==> config.mk <==
export PLATFORM = sky130hd
export DESIGN_NAME = div_tick_pwm
export DESIGN_NICKNAME = d
export VERILOG_FILES = /design/src/rtl/div_tick_pwm_pkg.sv /design/src/rtl/div_tick_pwm_edge.sv /design/src/rtl/div_tick_pwm.sv
export SDC_FILE = /design/constraint.sdc
export NUM_CORES = 1
export LEC_CHECK = 0
export CORE_ASPECT_RATIO = 0.75
export CORE_UTILIZATION = 53
export CTS_BUF_LIST = sky130_fd_sc_hd__clkbuf_4
export CTS_CLUSTER_SIZE = 12
export DETAILED_ROUTE_END_ITERATION = 6
export MAX_ROUTING_LAYER = met4
export PLACE_DENSITY = 0.78
export SYNTH_ARGS = -nofsm -noshare
export SYNTH_HDL_FRONTEND = slang
export SYNTH_HIERARCHICAL = 1
export SYNTH_SLANG_ARGS = --single-unit
==> constraint.sdc <==
create_clock -name clk -period 2.3 [get_ports clk]
set_input_delay 0.46 -clock clk [delete_from_list [all_inputs] [get_ports clk]]
set_output_delay 0.46 -clock clk [all_outputs]
set_load 0.01 [all_outputs]
==> src/rtl/div_tick_pwm_pkg.sv <==
// Shared constants for the divided-clock tick and PWM block.
// Tap select codes, tap count and default PWM resolution.
package div_tick_pwm_pkg;

  localparam int NUM_TAPS = 4;
  localparam int DEF_W    = 4;

  localparam logic [1:0] TAP_DIV2  = 2'd0;
  localparam logic [1:0] TAP_DIV4  = 2'd1;
  localparam logic [1:0] TAP_DIV8  = 2'd2;
  localparam logic [1:0] TAP_DIV16 = 2'd3;

endpackage

==> src/rtl/div_tick_pwm_edge.sv <==
// One tap: synchronizer chain, edge-history flop, rise detect.
// Runs regardless of enable so re-enable never sees a stale edge.
module tap_edge_sync #(
  parameter int SYNC_STAGES = 2
) (
  input  logic clk,
  input  logic rst_n,
  input  logic tap,
  output logic rise
);

  logic [SYNC_STAGES-1:0] sync;
  logic                   hist;

  always_ff @(posedge clk or negedge rst_n) begin
    if (!rst_n) begin
      sync <= '0;
      hist <= 1'b0;
    end else begin
      sync <= {sync[SYNC_STAGES-2:0], tap};
      hist <= sync[SYNC_STAGES-1];
    end
  end

  assign rise = sync[SYNC_STAGES-1] & ~hist;

endmodule

==> src/rtl/div_tick_pwm.sv <==
// Tick strobes from divided-clock taps and a tick-driven PWM.
// Duty changes only take effect at a period boundary.
module div_tick_pwm
  import div_tick_pwm_pkg::*;
#(
  parameter int W           = DEF_W,
  parameter int SYNC_STAGES = 2
) (
  input  logic                clk,
  input  logic                rst_n,
  input  logic                ena,
  input  logic [NUM_TAPS-1:0] div_taps,
  input  logic [1:0]          tap_sel,
  input  logic [W-1:0]        duty,
  input  logic                duty_load,
  output logic [NUM_TAPS-1:0] tick,
  output logic                pwm_out,
  output logic [W-1:0]        pwm_cnt,
  output logic                period_done,
  output logic                duty_pending
);

  logic [NUM_TAPS-1:0] rise;
  logic [W-1:0]        act_duty;
  logic [W-1:0]        pend_duty;
  logic [W-1:0]        duty_nxt;
  logic [W-1:0]        cnt_nxt;
  logic                sel_tick;
  logic                adv;
  logic                wrap;

  for (genvar i = 0; i < NUM_TAPS; i++) begin : g_tap
    tap_edge_sync #(
      .SYNC_STAGES(SYNC_STAGES)
    ) u_sync (
      .clk  (clk),
      .rst_n(rst_n),
      .tap  (div_taps[i]),
      .rise (rise[i])
    );
  end

  assign sel_tick = rise[tap_sel];
  assign adv      = sel_tick & ena;
  assign wrap     = adv & (pwm_cnt == '1);
  assign cnt_nxt  = adv ? pwm_cnt + W'(1) : pwm_cnt;

  // A load in the wrap cycle bypasses the pending register.
  always_comb begin
    duty_nxt = act_duty;
    unique case (1'b1)
      wrap && duty_load:                  duty_nxt = duty;
      wrap && !duty_load && duty_pending: duty_nxt = pend_duty;
      default:                            duty_nxt = act_duty;
    endcase
  end

  always_ff @(posedge clk or negedge rst_n) begin
    if (!rst_n) begin
      tick         <= '0;
      pwm_out      <= 1'b0;
      pwm_cnt      <= '0;
      period_done  <= 1'b0;
      duty_pending <= 1'b0;
      act_duty     <= '0;
      pend_duty    <= '0;
    end else begin
      tick        <= rise & {NUM_TAPS{ena}};
      period_done <= wrap;
      if (ena) begin
        pwm_cnt  <= cnt_nxt;
        act_duty <= duty_nxt;
        pwm_out  <= (cnt_nxt < duty_nxt);
      end
      if (duty_load) pend_duty <= duty;
      duty_pending <= wrap ? 1'b0 : (duty_pending | duty_load);
    end
  end

endmodule
# Yosys cells after proc, flatten, opt, wreduce, memory -nomap -nowiden
# Index checks and enable logic that the tools add are counted.
# word_totals
ff_bits	31
in_bits	14
out_inout_bits	11
word_cells	40
# op_classes
n_addsub	1
order_cmp	2
eq_ne	1
muxes	5
bitwise	12
n_reduce_logical	4
# op_table
op	n
case mux 4 bit (2 select lines)	1
bitwise AND 1 bit	6
adder 4 x 1 -> 4 bit (second input constant)	1
bitwise AND 4 bit	1
equality test 4 bit (second input constant)	1
less-than comparator 4 bit	1
2-to-1 mux 4 bit	1
NOT 1 bit	4
logical AND 1 bit	3
less-than comparator 2 x 3 -> 1 bit (second input constant)	1
binary-select mux 1 bit (select 2 bit)	1
2-to-1 mux 1 bit	2
zero test 1 bit	1
bitwise OR 1 bit	1

# Depth between registers and ports, before layout
# depth
word_depth	10
mapped_depth	11
ltp_nobuf	10

# Cells and area by module
# The synthesis kept the hierarchy.
# modules_own_cells
module	instances	cells_each	area_each_um2	seq_area_each_um2
div_tick_pwm	1	72	944.7	475.5
tap_edge_sync	4	4	88.8	75.1

# Worst setup path after synthesis
# No wires, ideal clock.
# synth_path
kind	reg2reg
startpoint	register pwm_cnt[0]
endpoint	register pwm_out
setup_ns	0.134
arrival_ns	2.024
required_ns	2.166
setup_slack_ns	0.142
path_stages_with_launch	11
synth_period_minus_slack_ns	2.158
path_cell_list	dfrtp_1 > ha_1 > o2111ai_1 > nand2b_1 > buf_6 > mux2i_1 > ha_1 > o21ai_0 > a31oi_1 > o311a_1 > a22oi_1
# synth_via
elab_chain_cells	6
word_cells_on_any_way	9
classes_between	add/sub: 1; order compare: 1; eq/ne: 1; mux: 2; bitwise: 1; reduce/logical: 3
# synth_rtl
item	line_no	source
from (decl)	div_tick_pwm.sv:18	output logic [W-1:0] pwm_cnt,
from (signal assigned)	div_tick_pwm.sv:71	pwm_cnt <= cnt_nxt;
equality test 4 bit	div_tick_pwm.sv:45	assign wrap = adv & (pwm_cnt == '1);
bitwise AND 1 bit	div_tick_pwm.sv:45	
logical AND 1 bit (2 in series)	div_tick_pwm.sv:53	wrap && !duty_load && duty_pending: duty_nxt = pend_duty;
case mux 4 bit (2 select lines)	div_tick_pwm.sv:51	unique case (1'b1)
less-than comparator 4 bit (*)	div_tick_pwm.sv:73	pwm_out <= (cnt_nxt < duty_nxt);
to (signal assigned)	div_tick_pwm.sv:73	
to (decl)	div_tick_pwm.sv:17	output logic pwm_out,
# Mark *: on every way between the ends. The rest lies on a longest branch, timed or not.
# A chain may end at the register's enable or synchronous reset.

# Final worst setup path
# layout_path
startpoint	register g_tap[3].u_sync.hist
endpoint	register pwm_out
# layout_via
word_cells_on_any_way	12
classes_between	order compare: 1; mux: 4; bitwise: 4; reduce/logical: 3
# layout_rtl
item	line_no	source
from (decl)	div_tick_pwm_edge.sv:13	logic hist;
from (signal assigned)	div_tick_pwm_edge.sv:21	hist <= sync[SYNC_STAGES-1];
NOT 1 bit	div_tick_pwm_edge.sv:25	assign rise = sync[SYNC_STAGES-1] & ~hist;
bitwise AND 1 bit	div_tick_pwm_edge.sv:25	
net rise[3]	div_tick_pwm.sv:23	logic [NUM_TAPS-1:0] rise;
binary-select mux 1 bit (select 2 bit)	div_tick_pwm.sv:43	assign sel_tick = rise[tap_sel];
2-to-1 mux 1 bit (not written as such)	div_tick_pwm.sv:43	
bitwise AND 1 bit	div_tick_pwm.sv:44	assign adv = sel_tick & ena;
2-to-1 mux 4 bit	div_tick_pwm.sv:46	assign cnt_nxt = adv ? pwm_cnt + W'(1) : pwm_cnt;
net cnt_nxt[3]	div_tick_pwm.sv:27	logic [W-1:0] cnt_nxt;
less-than comparator 4 bit	div_tick_pwm.sv:73	
# The timed path passes the listed nets, and every way through them passes these cells. The select of a mux whose other input is x is not followed.

==> reports/results.md <==
| Stage | Item | Value |
| --- | --- | --- |
| worst setup path | Crit start category | flop |
| synth | Nets in the synthesized netlist | 106 |
| sta | Final setup violating endpoints | 0 |
| final layout | Antenna fix cells | 0 |
| power | Worst vdd rail ir drop | 0.000624 V |
| worst setup path | Flop2flop setup slack | 0.03 ns |
| synth | Mean Syn Cell Area | 14.8 um2 |
| worst setup path | Required time of the critical path | 2.52 ns |
| global routing | Number of global-route vias before repair | 876 |
| global routing | Initial antenna violation count | 0 |
| sta | Period Utilization, post-route | 98.6% |
| worst setup path | Critical setup path kind | flop to flop |
| final layout | Number of nets in the layout | 155 |
| die | Number of top-level pins | 25 |
| synth | Sequential area share after synthesis | 59.7% |
| routing | Total number of vias | 873 |
| synth | Synth cell types | 25 |
| routing | TritonRoute pass-1 iters | 4 |
| final layout | Synthesis-to-finish area growth | 41.3% |
| worst setup path | Crit path launch | g_tap[3].u_sync/hist |
| clock network | Maximum buffer depth of the clock tree | 2 |
| routing | Number of vias per cell | 5.08 |
| clock network | Total clock sinks | 31 |
| worst setup path | Source of the worst register-to-register timing path | g_tap[3].u_sync/hist |
| sta | Max-slew violation count | 0 |
| sta | Least setup slack across all paths after layout | 0.0327 ns |
| clock network | Total clock buffers created by CTS | 5 |
| sta | Hold Vio Cnt, Final | 0 |
| synth | Summed instance area of the synthesized netlist | 1300 um2 |
| synth | Largest area contributor in the netlist | dfrtp_1 |
| synth | Seq cells post-synth | 31 |
| routing | Starting DRT DRC Count | 18 |
| clock network | Max H-tree Level | 2 |
| synth | Top flip-flop cell by instance count after synthesis | dfrtp_1 |
| die | Width of the chip | 59.2 um |
| hold path | Hold path cells | 0 |
| hold path | Startpoint of the worst hold path | g_tap[0].u_sync/sync[0] |
| final layout | Post-Layout Cell Count | 172 |
| synth | Number of synthesis warnings | 6 |
| synth | Number of enable-type register cells in the synthesized netlist | 0 |
| sta | Setup TNS Final | 0 ns |
| placed design | Number of port buffers | 24 |
| sta | Period minus WS final | 2.27 ns |
| global routing | Overflow left after global routing | 0 |
| clock network | Clock latency on the worst-skew pair | 0.33 ns |
| synth | Leading post-synthesis cells by instance count | dfrtp_1 (31), mux2_2 (7), mux2i_1 (5), xnor2_1 (5) |
| synth | Ys async rst share | 100% |
| die | Placeable core area | 2310 um2 |
| global routing | Maximum number of pins on one net before global-route repair | 32 |
| worst setup path | Top fanout value on the critical path | 3 |
| power | Leakage | 0.858 nW |
| worst setup path | Reg2Reg Capture Point | pwm_out |
| sta | Max transition margin | 75.1% |
| global routing | Total global routing track utilization | 22.5% |
| placed design | Post-placement worst setup slack | -0.473 ns |
| die | Initial Util | 56.3% |
| routing | Count of nets left with antenna violations after detail routing | 0 |
| die | Std-Cell Rows | 15 |
| synth | Post-Synthesis Cells | 88 |
| routing | Count of unresolved DRC violations after routing | 0 |
| synth | Fraction of synthesized cell area taken by the top area cell type | 59.7% |
| global routing | Wire length of the first global-routing pass | 4000 um |
| routing | Routed length per placed instance | 15.2 um |
| run | Max Cap Viol | 0 |
| placed design | Routability-driven placement congestion ratio | 0.837 |
| clock network | Master cell of the clock root buffer | clkbuf_4 |
| worst setup path | Data arrival time of the critical path | 2.49 ns |
| routing | Final wirelength | 2610 um |
| clock network | TritonCTS clock tree | built |
| sta | Worst Max-Slew Pin Slew | 0.374 ns |
| synth | Top post-synthesis cells by area | dfrtp_1 (60%), mux2_2 (6.1%), mux2_4 (4.6%), nor2b_4 (4.2%), ha_1 (3.8%) |
| placed design | Placed wire-length estimate after detailed placement | 1730 um |
| hold path | WHS Endpoint | g_tap[0].u_sync/sync[1] |
| clock network | CTS clock-pin slew for the worst setup and hold paths | 0.10 ns |
| power | Power per cell area | 831 nW/um2 |
| hold path | Worst min path class | flop to flop |
| placed design | Count of placed standard cells including taps | 157 |
| sta | Clock skew after layout | 0.0106 ns |
| worst setup path | FF-to-FF path depth | 10 |
| outcome | Run status | completed |
| final layout | Fraction of layout instances using a drive strength above 1 | 39.9% |
| sta | Timing-limited maximum frequency | 441 MHz |
| die | Vertical die dimension | 44.9 um |
| die | Area of the die | 2660 um2 |
| final layout | Total of fill cells in the finished design | 145 |
| synth | Most common cell in the synthesized netlist | dfrtp_1 |
| sta | Unrepaired setup endpoints after global routing | yes |
| worst setup path | Capturing element type of the critical path | flop |
[flip-flops by register name, summed over array words and instances (netlist names)]
name and flops:
act_duty 4, duty_pending 1, g_tap.u_sync/hist 4, g_tap.u_sync/sync 8, pend_duty 4, period_done 1
pwm_cnt 4, pwm_out 1, tick 4
[layer usage]
layer	GRT usage [%]	part of all wire [%]	wire, um
met2	33.3	48	1250
met5	-	0	0
met3	7.45	5.3	138
met1	27.4	45	1170
met4	11.9	2.2	58
[stage by stage]
step | hold slack (ns) | power, mW | util (%) | instance area (um2)
2_1_floorplan | 0.164 | 0.930 | - | 1300
3_3_place_gp | 0.333 | 1.13 | 72.0 | 1660
3_5_place_dp | 0.338 | 1.15 | 72.0 | 1660
4_1_cts | 0.358 | 1.46 | 76.1 | 1760
5_1_grt | 0.365 | 1.61 | 79.6 | 1840
6_report | 0.356 | 1.53 | 79.6 | 1840
[placed cells by master (no fill, tap or decap), types with 2 or more instances in the layout]
| master | instances |
|---|---|
| dfrtp_1 | 31 |
| clkdlybuf4s50_1 | 20 |
| buf_4 | 18 |
| mux2_2 | 7 |
| clkbuf_4 | 6 |
| xnor2_1 | 5 |
| and2_2 | 4 |
| mux2_4 | 4 |
| ha_1 | 4 |
| nor2b_4 | 4 |
| mux2i_1 | 3 |
| nor2_1 | 3 |
| nand2_1 | 3 |
| dlymetal6s2s_1 | 3 |
| mux2i_4 | 2 |
| nand2b_4 | 2 |
| nand3_1 | 2 |
| clkinv_1 | 2 |
[worst max-delay path by stage]
stage                     slack [ns]      end  cells past startpoint
after CTS                      0.001  pwm_out                     10
after floorplan                 0.14  pwm_out                     10
after global routing           -0.09  pwm_out                     10
final                           0.03  pwm_out                     10
after detailed placement       -0.47  pwm_out                      9
after global placement         -0.36  pwm_out                     10
[cell families after synthesis]
kind of cell,Yosys count,share of synthesized area [%]
DFF,31,59.7
AOI/OAI and AO/OA,8,5.29
and+or+nand+nor,22,12.1
adders and majority gates,4,3.85
xor gates and xnor gates,5,3.37
muxes,16,14.5
buffers and inverters,2,1.15
[cell type report]
type	instances	area, um2	area share, %
well taps	34	42.5	2.32
flip-flops and latches	31	776	42.2
inverters	1	3.75	0.204
repair buffers	43	389	21.2
clock buffers	6	45.0	2.45
clock inverters	2	7.51	0.409
multi-input cells	55	573	31.2
[worst max-delay path, cell delays in order, from the launching register on]
cell and delay (ns):
dfrtp_1 0.41, nor2b_4 0.15, mux2i_4 0.10, o22ai_4 0.18, nand4_1 0.18, xnor2_1 0.18
ha_1 0.33, o21ai_1 0.10, a31oi_1 0.25, o311a_1 0.23, a22oi_2 0.06
[repair_timing]
action                     4_1_cts  5_1_grt
setup endpoints to repair        1        1
pin swaps                        0        7
buffers inserted                 4        3
hold buffers                     0        0
hold endpoints to repair         0        0
resized for setup                4       15
[power breakdown]
group | leakage (nW) | internal, mW | switching (mW)
clock network | 0.0307 | 0.125 | 0.177
logic | 0.446 | 0.309 | 0.234
registers | 0.381 | 0.615 | 0.0659
Power figures use the tool's default switching activity.
